--- src/rtl/key_dir_ctrl.sv ---
// Two-button snake steering: each active-low key is synchronized and debounced into a
// one-cycle press pulse, and presses queue a single left/right turn applied on the next step.
module key_dir_ctrl #(
    parameter int DEBOUNCE_CYCLES = 250000
) (
    input  logic       clk_in,
    input  logic       rst,
    input  logic       key1,
    input  logic       key2,
    input  logic       step,
    output logic [1:0] dir,
    output logic       key1_press,
    output logic       key2_press,
    output logic       dir_valid,
    output logic [1:0] o_dbg_req
);

    localparam int CW = (DEBOUNCE_CYCLES > 2) ? $clog2(DEBOUNCE_CYCLES) : 1;
    localparam logic [CW-1:0] CNT_MAX = CW'(DEBOUNCE_CYCLES - 1);

    typedef enum logic [1:0] {
        REQ_NONE  = 2'd0,
        REQ_LEFT  = 2'd1,
        REQ_RIGHT = 2'd2
    } req_t;

    // Bit 0 is key1 (turn left), bit 1 is key2 (turn right).
    logic [1:0]    w_key_raw;
    logic [1:0]    r_sync1;
    logic [1:0]    r_sync2;
    logic [1:0]    r_stable;
    logic [1:0]    r_stable_d;
    logic [1:0]    r_fall;
    logic [1:0]    r_press;
    logic [CW-1:0] r_cnt [2];

    req_t          r_req;
    req_t          w_req_next;
    logic [1:0]    r_dir;
    logic [1:0]    w_dir_next;
    logic          w_turn;
    logic          r_turned;
    logic          r_dir_valid;

    assign w_key_raw = {key2, key1};

    always_ff @(posedge clk_in) begin
        if (!rst) begin
            r_sync1    <= 2'b11;
            r_sync2    <= 2'b11;
            r_stable   <= 2'b11;
            r_stable_d <= 2'b11;
            r_fall     <= 2'b00;
            r_press    <= 2'b00;
            for (int i = 0; i < 2; i++) begin
                r_cnt[i] <= '0;
            end
        end else begin
            r_sync1    <= w_key_raw;
            r_sync2    <= r_sync1;
            r_stable_d <= r_stable;
            // Falling edge of the stable level is retimed twice so a press lands DEBOUNCE_CYCLES+3 edges after the key is first sampled low.
            r_fall     <= r_stable_d & ~r_stable;
            r_press    <= r_fall;
            for (int i = 0; i < 2; i++) begin
                if (r_sync2[i] == r_stable[i]) begin
                    r_cnt[i] <= '0;
                end else if (r_cnt[i] == CNT_MAX) begin
                    r_stable[i] <= r_sync2[i];
                    r_cnt[i]    <= '0;
                end else begin
                    r_cnt[i] <= r_cnt[i] + CW'(1);
                end
            end
        end
    end

    // A step consumes the pending request first; a press in the same cycle then becomes the new pending request.
    always_comb begin
        w_req_next = r_req;
        w_dir_next = r_dir;
        w_turn     = 1'b0;
        if (step) begin
            case (r_req)
                REQ_LEFT: begin
                    w_dir_next = r_dir - 2'd1;
                    w_turn     = 1'b1;
                end
                REQ_RIGHT: begin
                    w_dir_next = r_dir + 2'd1;
                    w_turn     = 1'b1;
                end
                default: begin
                    w_dir_next = r_dir;
                end
            endcase
            w_req_next = REQ_NONE;
        end
        if (r_press[0] && !r_press[1]) begin
            w_req_next = REQ_LEFT;
        end else if (r_press[1] && !r_press[0]) begin
            w_req_next = REQ_RIGHT;
        end
    end

    always_ff @(posedge clk_in) begin
        if (!rst) begin
            r_req       <= REQ_NONE;
            r_dir       <= 2'd1;
            r_turned    <= 1'b0;
            r_dir_valid <= 1'b0;
        end else begin
            r_req       <= w_req_next;
            r_dir       <= w_dir_next;
            r_turned    <= w_turn;
            r_dir_valid <= r_turned;
        end
    end

    assign dir        = r_dir;
    assign key1_press = r_press[0];
    assign key2_press = r_press[1];
    assign dir_valid  = r_dir_valid;
    assign o_dbg_req  = r_req;

endmodule

--- config.mk ---
export PLATFORM = sky130hd
export DESIGN_NAME = key_dir_ctrl
export DESIGN_NICKNAME = d
export VERILOG_FILES = /design/src/rtl/key_dir_ctrl.sv
export SDC_FILE = /design/constraint.sdc
export NUM_CORES = 1
export LEC_CHECK = 0
export BUFFER_PORTS_ARGS = -buffer_cell sky130_fd_sc_hd__buf_2
export CORE_AREA = 2 2 80 82
export CTS_BUF_LIST = sky130_fd_sc_hd__clkbuf_8
export CTS_CLUSTER_DIAMETER = 60
export CTS_CLUSTER_SIZE = 16
export DETAILED_ROUTE_END_ITERATION = 16
export DIE_AREA = 0 0 82 84
export MAX_ROUTING_LAYER = met4
export SLEW_MARGIN = 20
export SYNTH_ARGS = -nofsm -noshare
export SYNTH_HDL_FRONTEND = slang
export SYNTH_SLANG_ARGS = --single-unit
--- constraint.sdc ---
create_clock -name clk_in -period 5.7 [get_ports clk_in]
set_input_delay 0.57 -clock clk_in [delete_from_list [all_inputs] [get_ports clk_in]]
set_output_delay 0.57 -clock clk_in [all_outputs]
set_load 0.02 [all_outputs]
After elaboration in Yosys (flattened, before gate mapping)
Memory sizes are Yosys's and may differ from the RTL's.
Cells that the tools add are included.
{"block": "totals", "reg_bits": 18, "mem_bits_rw": 36, "input_bits": 5, "output_inout_bits": 7, "word_cells": 81, "mem_count": 1}
{"block": "classes", "addsub": 4, "n_eq_ne": 6, "n_mux": 34, "bitwise": 11, "reduce_logical": 13}
{"name": "r_cnt", "words": 2, "word_bits": 18, "read_ports": 2, "rd_ports_with_merged_regs": 0, "wr": 2, "line_no": "35", "rtl": "logic [CW-1:0] r_cnt [2];"}
{"cell": "$mux W18", "n": 6}
{"cell": "$add A18 B1 Y18 const B", "n": 2}
{"cell": "$eq A18 B18 Y1 const B", "n": 2}
{"cell": "$mux W1", "n": 25}
{"cell": "$reduce_and A2 Y1", "n": 4}
{"cell": "$or A1 B1 Y1", "n": 6}
{"cell": "$mux W2", "n": 2}
{"cell": "$pmux W2 S2", "n": 1}
{"cell": "$reduce_bool A2 Y1", "n": 2}
{"cell": "$reduce_or A2 Y1", "n": 2}
{"cell": "$not A1 Y1", "n": 3}
{"cell": "$reduce_bool A3 Y1", "n": 1}
{"cell": "$add A2 B1 Y2 const B", "n": 1}
{"cell": "$and A2 B2 Y2", "n": 1}
{"cell": "$eq A1 B1 Y1", "n": 2}
{"cell": "$eq A2 B1 Y1 const B", "n": 1}
{"cell": "$eq A2 B2 Y1 const B", "n": 1}
{"cell": "$logic_and A1 B1 Y1", "n": 2}
{"cell": "$logic_not A1 Y1", "n": 2}
{"cell": "$not A2 Y2", "n": 1}
{"cell": "$sub A2 B1 Y2 const B", "n": 1}

Longest topological paths before layout
Gate-level depths: netlist of the first run.
An unclocked memory read counts as a cell.
{"block": "logic_depth", "depth_word": 8, "depth_mapped": 6, "ltp_nobuf": 6}

Worst setup path before layout of the first run
Ideal clock, no wire load.
{"block": "synth_timing", "path_type": "reg-to-reg", "from": "mem r_cnt[0][11] (netlist bit)", "to": "mem r_cnt[0][9] (netlist bit), data pin", "setup_time_ns": 0.254, "t_arrival_ns": 1.661, "required_time_ns": 5.446, "setup_slack_ns": 3.784, "stages_incl_launch_ff": 6, "path_buffers": 1, "period_less_slack_ns": 1.916, "path_cell_list": "edfxtp_1 -> nor4_2 -> nand4_1 -> o41ai_4 -> buf_6 -> nor2_1"}
{"element": "start: declaration", "line_no": "35"}

==> flow_summary.toml, run 1 <==
[yosys]
synth_cell_types = 35
ys_async_sr_fraction_pct = 0
ys_seq_elements = 54
ys_warn_count = 0
synth_area_leaders = "edfxtp_1 41%, dfxtp_1 14%, xnor2_1 9.7%"
synthCells = 246
synthesis.area_sq_mm = 0.00263
synth_ff_type = "edfxtp_1"
synth_top_area_share_pct = 41.2
ys_seq_area_share_pct = 54.9
synth_edf_count = 36
yosysTopAreaCell = "edfxtp_1"
synth_area_per_cell_sq_um = 10.7

[floorplanning]
coreArea_sq_mm = 0.00610
ioPinCount = 12
start_util_pct = 43.1
rows = 29
die_w_um = 82
die_h_um = 84
die-area_sq_mm = 0.00689

[sta]
hold_violations = 0
fin_crit_sh_pct = 40.9
final.setup.tns_ps = 0
whs_ps = 416
setup_viol = 0
rsz0062_at_grt = "no"
post-route-min-period_ps = 2330
tightest_slew_ps = 988
relSlewSlack_pct = 33.9
finClkSkew_ps = 19.3
max_freq_mhz = 429
report.final.slew_viol_count = 0

[setup_path]
critical_path.endpoint_type = "register"
slowest_delay_ps = 970
cp_top_family = "compound AO/OA/AOI/OAI gates"
timing.rr.start = "r_cnt[0][8]"
path_cells = "nor4_2 -> nand4_1 -> o41ai_4 -> nor2_1"
worst_r2r_path_depth = 4
crit_buf_inv = 0
r2r_setup_slack_ps = 3370
r2r-end = "r_cnt[0][4]"
cp.arrival_ps = 2350
crit_path_start_kind = "register"
critPathKind = "register to register"
required_ps = 5720
cp_slowest_cell = "o41ai_4"
crit_fanout = 18

[clock_network]
root_buffer = "clkbuf_8"
cts_sinks = 54
clk_latency_ps = 320
cts_setup_buffers = 0
htree_num_levels = 2
tritoncts = "done"
clk_pin_slew_ps = 110
cts_max_path_buffers = 2
cts_resized = 0
ctsHoldBuffers = 0
cts_made_buffers = 5

[cells_and_area]
layout_commonest_cell = "nor2_1"
antenna_cells = 0
fillers = 571
area_growth_syn_to_layout_pct = 13.0
fin_nets = 301
stdcell_area_sq_mm = 0.00297
mostFrequentLayoutCells = "42 x nor2_1, 36 x edfxtp_1, 36 x conb_1, 29 x xnor2_1, 18 x dfxtp_1"
layout-drive-gt1-share_pct = 8.84

[routing]
drc = 0
vias_per_cell = 4.74
routed_wl_um = 4200
via_count = 1757
wl_per_cell_um = 11.3
drtIter0Drc = 101
antenna_left = 0
drt_first_pass_iters = 4

[power]
clock_power_share_pct = 32.3
p_comb_share_pct = 4.2
power_switching_mw = 0.166
power.internal_mw = 0.533
vdd_drop_max_mv = 0.111
leakagePower_nw = 1.01
power_density_mw_per_mm2 = 236
sw_frac_of_total_pct = 23.8
power_frac_seq_pct = 63.5

[job]
cap_violations = 0

[place]
placed_cell_area_sq_mm = 0.00287
place.gp.congestion = 0.854
port_buffers = 11
hpwlAfterDp_um = 2880

[global_routing]
grt_use_total_pct = 13.7
overflow = 0
grt_pass1_vias = 1667
grt_pass1_wl_um = 7270
grt_max_degree = 20
antenna_found_initial = 0

[worst_hold_path]
hp-class = "register to register"
hold_path_end = "r_sync2[0]"
min_from = "r_sync1[0]"
hold_depth = 1

[run_status]
status = "finished, final reports clean"
logic make-up (layout without fill, tap and decap cells):
group	Yosys count	count (layout)	synth area share [%]
other cells	1	36	0.143
flops	54	54	54.9
mux	1	1	0.429
fa+ha+maj	3	3	1.43
compound gates	9	9	3.19
buf+inv	16	29	2.91
xor+xnor	35	35	11.7
simple gates	127	127	25.3
per-layer routing:
metal,global-route usage [%],part of all wire [%],vias to the layer above,wire [um]
met2,20.5,44,22,1860
li1,-,-,924,-
met4,4.70,1.4,0,58
met1,18.3,51,806,2140
met5,-,0,-,0
met3,3.25,3.1,5,131
area by class of cell:
type                            count  area [sq um]  share of cell area (%)
Inverter                           10          37.5                    1.26
Clock buffer                        5          68.8                    2.32
Timing Repair Buffer               11          55.1                    1.85
Multi-Input combinational cell    211          1240                    41.8
Clock inverter                      3          28.8                   0.970
Tap cell                           77          96.3                    3.25
Sequential cell                    54          1440                    48.6
Yosys cell counts (3+ instances only):
| library cell | n |
|---|---|
| dfxtp_1 | 18 |
| nand2b_1 | 8 |
| nand4_1 | 8 |
| nand2_1 | 12 |
| and2_1 | 7 |
| nand3_1 | 14 |
| xor2_1 | 6 |
| xnor2_1 | 29 |
| or3_1 | 3 |
| inv_1 | 10 |
| clkbuf_1 | 3 |
| edfxtp_1 | 36 |
| ha_1 | 3 |
| nor4_1 | 15 |
| nor2_1 | 42 |
| nor3_1 | 7 |
state kept, by name, summed over array words and instances, names as in the netlist:
name	count
r_cnt	36
dir	2
o_dbg_req	2
r_fall	2
r_press	2
r_stable	2
r_stable_d	2
r_sync1	2
r_sync2	2
dir_valid	1
r_turned	1
per-stage QoR:
stage	worst slack, ps	instances	util [%]	power (mW)
floorplan	3780	281	-	0.474
global placement	3410	363	47.1	0.481
detailed placement	3370	363	47.1	0.481
CTS	3330	371	48.7	0.708
global route	3180	371	48.7	0.726
finish	3370	371	48.7	0.699
power by group through the flow:
stage                     combinational [mW]  sequential (mW)  clock, mW
after floorplan                       0.0255            0.449          0
after global placement                0.0289            0.452          0
after detailed placement              0.0288            0.453          0
after CTS                             0.0290            0.444      0.235
after global routing                  0.0341            0.446      0.246
final                                 0.0294            0.444      0.226
worst max path at each step:
stage / start / to / slack [ps] / depth (start not counted)
after floorplan: r_cnt[0][11] / r_cnt[0][9] / 3780 / 5
after global placement: r_cnt[0][8] / r_cnt[0][15] / 3410 / 4
after detailed placement: r_cnt[0][8] / r_cnt[0][5] / 3370 / 4
after CTS: r_cnt[0][8] / r_cnt[0][5] / 3330 / 4
after global routing: r_cnt[0][0] / r_cnt[0][4] / 3180 / 4
final: r_cnt[0][8] / r_cnt[0][4] / 3370 / 4
Note: power is estimated with default switching activity, not from simulation.
==> run 2, diff against run 1 <==
--- a/config.mk
+++ b/config.mk
@@ -5,13 +5,14 @@
 export SDC_FILE = /design/constraint.sdc
 export NUM_CORES = 1
 export LEC_CHECK = 0
+export ABC_AREA = 1
 export BUFFER_PORTS_ARGS = -buffer_cell sky130_fd_sc_hd__buf_2
-export CORE_AREA = 2 2 80 82
+export CORE_AREA = 2 2 84 86
 export CTS_BUF_LIST = sky130_fd_sc_hd__clkbuf_8
 export CTS_CLUSTER_DIAMETER = 60
 export CTS_CLUSTER_SIZE = 16
 export DETAILED_ROUTE_END_ITERATION = 16
-export DIE_AREA = 0 0 82 84
+export DIE_AREA = 0 0 86 88
 export MAX_ROUTING_LAYER = met4
 export SLEW_MARGIN = 20
 export SYNTH_ARGS = -nofsm -noshare
==> constraint.sdc (replaced) <==
create_clock -name clk_in -period 2.31 [get_ports clk_in]
set_input_delay 0.231 -clock clk_in [delete_from_list [all_inputs] [get_ports clk_in]]
set_output_delay 0.231 -clock clk_in [all_outputs]
set_load 0.02 [all_outputs]
==> flow_summary.toml, run 2 <==
[global_routing]
grt-busiest-layer = "met2"
overflow = 0
antenna_found_initial = 0
grt_max_degree = 19
grt_pass1_wl_um = 9040
use_met2_pct = 25.7
gr-usage-met1_pct = 18.9
use_met3_pct = 3.39
grt_use_total_pct = 15.5
grt_pass1_vias = 2083

[cells_and_area]
area_growth_syn_to_layout_pct = 12.7
fillers = 667
layout-drive-gt1-share_pct = 12.7
antenna_cells = 0
fin_nets = 409
largest_reg_flops = 36
mostFrequentLayoutCells = "86 x nand2_1, 63 x nor2_1, 36 x inv_1, 36 x edfxtp_1, 36 x conb_1"
largest_register = "r_cnt"
layout_commonest_cell = "nand2_1"
utilization_pct = 49.8
final_cells = 482

[power]
clock_power_share_pct = 35.9
vdd_drop_max_mv = 0.459
p_comb_share_pct = 4.5
power_density_mw_per_mm2 = 557
power_switching_mw = 0.422
leakagePower_nw = 1.36
sw_frac_of_total_pct = 23.0
power_frac_seq_pct = 59.5
power.internal_mw = 1.42

[yosys]
yosysTopAreaCell = "edfxtp_1"
synth_area_per_cell_sq_um = 8.36
ys_async_sr_fraction_pct = 0
synth_top_area_share_pct = 36.9
synth_area_leaders = "edfxtp_1 37%, dfxtp_1 12%, nand2_1 11%"
synth_edf_count = 36
synth_ff_type = "edfxtp_1"
ys_seq_elements = 54
yosysMostFrequentCell = "nand2_1"
synth_cell_types = 30
ys_seq_area_share_pct = 49.1
synthesis.area_sq_mm = 0.00293
synthCells = 351
synth_common_cells = "86 x nand2_1, 63 x nor2_1, 36 x edfxtp_1, 36 x inv_1, 19 x nand3_1"
ys_warn_count = 0

[routing]
wl_per_cell_um = 11.1
via_count = 2237
routed_wl_um = 5350
drt_first_pass_iters = 4
vias_per_cell = 4.64
antenna_left = 0
drc = 0
drtIter0Drc = 87

[clock_network]
clk_latency_ps = 310
cts_max_path_buffers = 2
cts_made_buffers = 5
cts_resized = 0
cts_setup_buffers = 0
ctsHoldBuffers = 0
tritoncts = "done"
htree_num_levels = 2
root_buffer = "clkbuf_8"
clk_pin_slew_ps = 100
cts_sinks = 54

[sta]
post-route-min-period_ps = 1710
rsz0062_at_grt = "no"
fin_crit_sh_pct = 73.9
report.final.slew_viol_count = 0
max_freq_mhz = 586
hold_violations = 0
setup_viol = 0
finClkSkew_ps = 10.9
final.setup.tns_ps = 0

[floorplanning]
die-area_sq_mm = 0.00757
ioPinCount = 12
start_util_pct = 44.1
coreArea_sq_mm = 0.00664
rows = 30
die_h_um = 88
die_w_um = 86

[place]
hpwlAfterDp_um = 4040
placedCellCount = 474
port_buffers = 11
place.gp.congestion = 0.898

[setup_path]
critical_path.endpoint_type = "register"
cp_slowest_cell = "edfxtp_1"
crit_buf_inv = 3
crit_path_start_kind = "register"
crit_fanout = 17
slowest_delay_ps = 420
cpMostUsedCell = "inv_1"
cp_top_family = "simple AND/OR/NAND/NOR gates"
required_ps = 2390
cp.arrival_ps = 1790
critPathKind = "register to register"
path_cells = "ha_1 -> nand3_2 -> inv_2 -> nand3_1 -> nand2_2 -> inv_1 -> nand2_1 -> inv_1"

[run_status]
status = "finished, final reports clean"

[job]
cap_violations = 0

[worst_hold_path]
hp-class = "primary input to register"
## run 2: changes by cell type after synthesis, sizes merged, moves of 4 or more
cell | previous run | this run
xnor2 | 29 | 8
nand3 | 15 | 25
nor2 | 42 | 72
inv | 10 | 37
and2 | 7 | 3
or2 | 1 | 10
a21oi | 2 | 13
xor2 | 6 | 11
nand2b | 8 | 0
nor4 | 16 | 0
nand2 | 12 | 90
## run 2: cell type report
type / instances / area (sq um) / share of cell area (%)
Sequential cell: 54 / 1440 / 43.6
Multi-Input combinational cell: 292 / 1450 / 44.0
Timing Repair Buffer: 11 / 55.1 / 1.67
Clock buffer: 5 / 68.8 / 2.08
Clock inverter: 3 / 47.5 / 1.44
Tap cell: 80 / 100 / 3.03
Inverter: 37 / 139 / 4.20
## run 2: cells by family (layout without fill, tap and decap cells)
kind of cell               Yosys count  after routing  share of synthesized area [%]
and+or+nand+nor                    220            220                           35.5
other                                1             36                          0.128
DFF                                 54             54                           49.1
xor gates and xnor gates            19             19                           5.67
adders and majority gates            3              3                           1.28
AOI/OAI and AO/OA                   14             14                           2.47
buffers and inverters               40             56                           5.76
## run 2: power groups by stage
stage	combinational, mW	sequential [mW]	clock (mW)
floorplan	0.0714	1.11	0
global placement	0.0819	1.12	0
detailed placement	0.0824	1.12	0
CTS	0.0830	1.10	0.683
global route	0.0988	1.10	0.720
finish	0.0836	1.10	0.661
## run 2: routing by layer
metal / up-vias / wire length [um] / share of wire (%)
met2: 23 / 2550 / 48
met1: 1019 / 2590 / 48
li1: 1188 / - / -
met5: - / 0 / 0
met3: 7 / 141 / 2.6
met4: 0 / 73 / 1.4
## run 2: worst paths after layout
check / startpoint / to / slack [ps] / depth (start not counted)
setup reg to reg: r_cnt[0][0] / r_cnt[0][15] / 600 / 8
hold / removal: key2 / r_sync1[1] / 90 / 2
hold reg to reg: r_stable_d[0] / r_fall[0] / 420 / 2
setup / recovery: r_cnt[0][0] / r_cnt[0][15] / 600 / 8
## run 2: stage by stage
| stage | hold WS [ps] | area [sq um] | worst slack [ps] | power (mW) |
|---|---|---|---|---|
| after CTS | 85.6 | 3310 | 582 | 1.86 |
| after global routing | 83.1 | 3310 | 422 | 1.92 |
| after floorplan | 338 | 3060 | 831 | 1.18 |
| after global placement | 393 | 3190 | 644 | 1.20 |
| final | 93.6 | 3310 | 604 | 1.84 |
| after detailed placement | 398 | 3190 | 587 | 1.20 |
==> run 3, diff against run 2 <==
==> constraint.sdc (replaced) <==
create_clock -name clk_in -period 1.7 [get_ports clk_in]
set_input_delay 0.17 -clock clk_in [delete_from_list [all_inputs] [get_ports clk_in]]
set_output_delay 0.17 -clock clk_in [all_outputs]
set_load 0.02 [all_outputs]
==> flow_summary.toml, run 3 (synthesis gave the netlist of run 2 again) <==
[clock_network]
htree_num_levels = 2
cts_max_path_buffers = 2
tritoncts = "done"
clk_pin_slew_ps = 110
clk_latency_ps = 310
root_buffer = "clkbuf_8"
cts_made_buffers = 5
cts_sinks = 54
cts_setup_buffers = 0
ctsHoldBuffers = 0

[global_routing]
antenna_found_initial = 0
grt_max_degree = 20
grt_use_total_pct = 15.6
grt_pass1_vias = 2099
overflow = 0
grt_pass1_wl_um = 9220

[run_status]
status = "finished, final reports clean"

[sta]
hold_violations = 0
whs_ps = 34.4
fin_crit_sh_pct = 92.8
report.final.slew_viol_count = 0
setup_viol = 0
post-route-min-period_ps = 1580
finClkSkew_ps = 12.9
max_freq_mhz = 634

[routing]
drc = 0
via_count = 2273
antenna_left = 0
wl_per_cell_um = 10.6
routed_wl_um = 5250
vias_per_cell = 4.60
drt_first_pass_iters = 4
drtIter0Drc = 84

[power]
power_density_mw_per_mm2 = 706
power_frac_seq_pct = 61.7
clock_power_share_pct = 32.4
vdd_drop_max_mv = 0.410
sw_frac_of_total_pct = 24.8
power_switching_mw = 0.595
power.internal_mw = 1.80
leakagePower_nw = 1.41
p_comb_share_pct = 6.0

[cells_and_area]
antenna_cells = 0
fillers = 632
largest_reg_flops = 36
utilization_pct = 51.2
seqCellArea_sq_mm = 0.00144
multiInputGateArea_sq_mm = 0.00146
fin_nets = 421
layout_commonest_cell = "nand2_1"
mostFrequentLayoutCells = "86 x nand2_1, 62 x nor2_1, 36 x inv_1, 36 x edfxtp_1, 36 x conb_1"
layout-drive-gt1-share_pct = 15.7
area_growth_syn_to_layout_pct = 15.9
final_cells = 494
largest_register = "r_cnt"

[setup_path]
crit_path_start_kind = "register"
required_ps = 1770
critical_path.endpoint_type = "register"
cp.arrival_ps = 1650
crit_fanout = 10
critPathKind = "register to register"

[floorplanning]
die-area_sq_mm = 0.00757
ioPinCount = 12
rows = 30
die_w_um = 86
start_util_pct = 44.1
coreArea_sq_mm = 0.00664
die_h_um = 88

[place]
hpwlAfterDp_um = 4030
placedCellCount = 486
place.gp.congestion = 0.843
port_buffers = 11

[job]
cap_violations = 0

[worst_hold_path]
hp-class = "primary input to register"
## run 3: path summary, 6_finish.rpt
path / start / endpoint / slack, ps / cells past startpoint
worst min register to register: r_stable_d[0] / r_fall[0] / 420 / 2
worst max register to register: r_cnt[0][1] / r_cnt[0][13] / 120 / 7
worst max-delay path: r_cnt[0][1] / r_cnt[0][13] / 120 / 7
worst min-delay path: key1 / r_sync1[0] / 30 / 2
## run 3: power by group through the flow
stage	Clock [mW]	Combinational, mW	Sequential (mW)
after floorplan	0	0.0970	1.50
after global placement	0	0.140	1.51
after detailed placement	0	0.140	1.51
after CTS	0.801	0.141	1.48
after global routing	0.842	0.167	1.49
final	0.777	0.143	1.48
## run 3: layout make-up
type,instances,area share (%)
Clock inverter,3,0.847
Clock buffer,5,2.02
Sequential cell,54,42.4
Tap cell,80,2.94
Inverter,37,4.09
Multi-Input combinational cell,292,43.1
Timing Repair Buffer,23,4.64
## run 3: what timing repair did
item                                    4_1_cts  5_1_grt
endpoints found under the hold margin         0        0
endpoints found under the setup margin        0       23
resized for setup                             0        3
## run 3: critical path: stages (launching register included)
cell      delay (ps)
edfxtp_1         400
ha_1             230
nand3_2          130
inv_2            100
nand3_1          140
nand2_4          160
buf_12           130
nor2_1            40
## run 3: metal layers
metal,up-vias,GRT usage (%),share of wire [%]
met2,30,26.0,47
li1,1217,-,-
met4,0,4.62,1.2
met5,-,-,0
met3,8,2.26,3.0
met1,1018,19.8,49
## run 3: stage by stage
stage	cell area, sq um	worst slack (ps)	total power, mW	setup TNS, ps
after floorplan	3060	221	1.60	0
after global placement	3290	118	1.65	0
after detailed placement	3290	67.4	1.65	0
after CTS	3390	52.8	2.42	0
after global routing	3400	-3.74	2.49	-3.74
final	3400	123	2.40	0
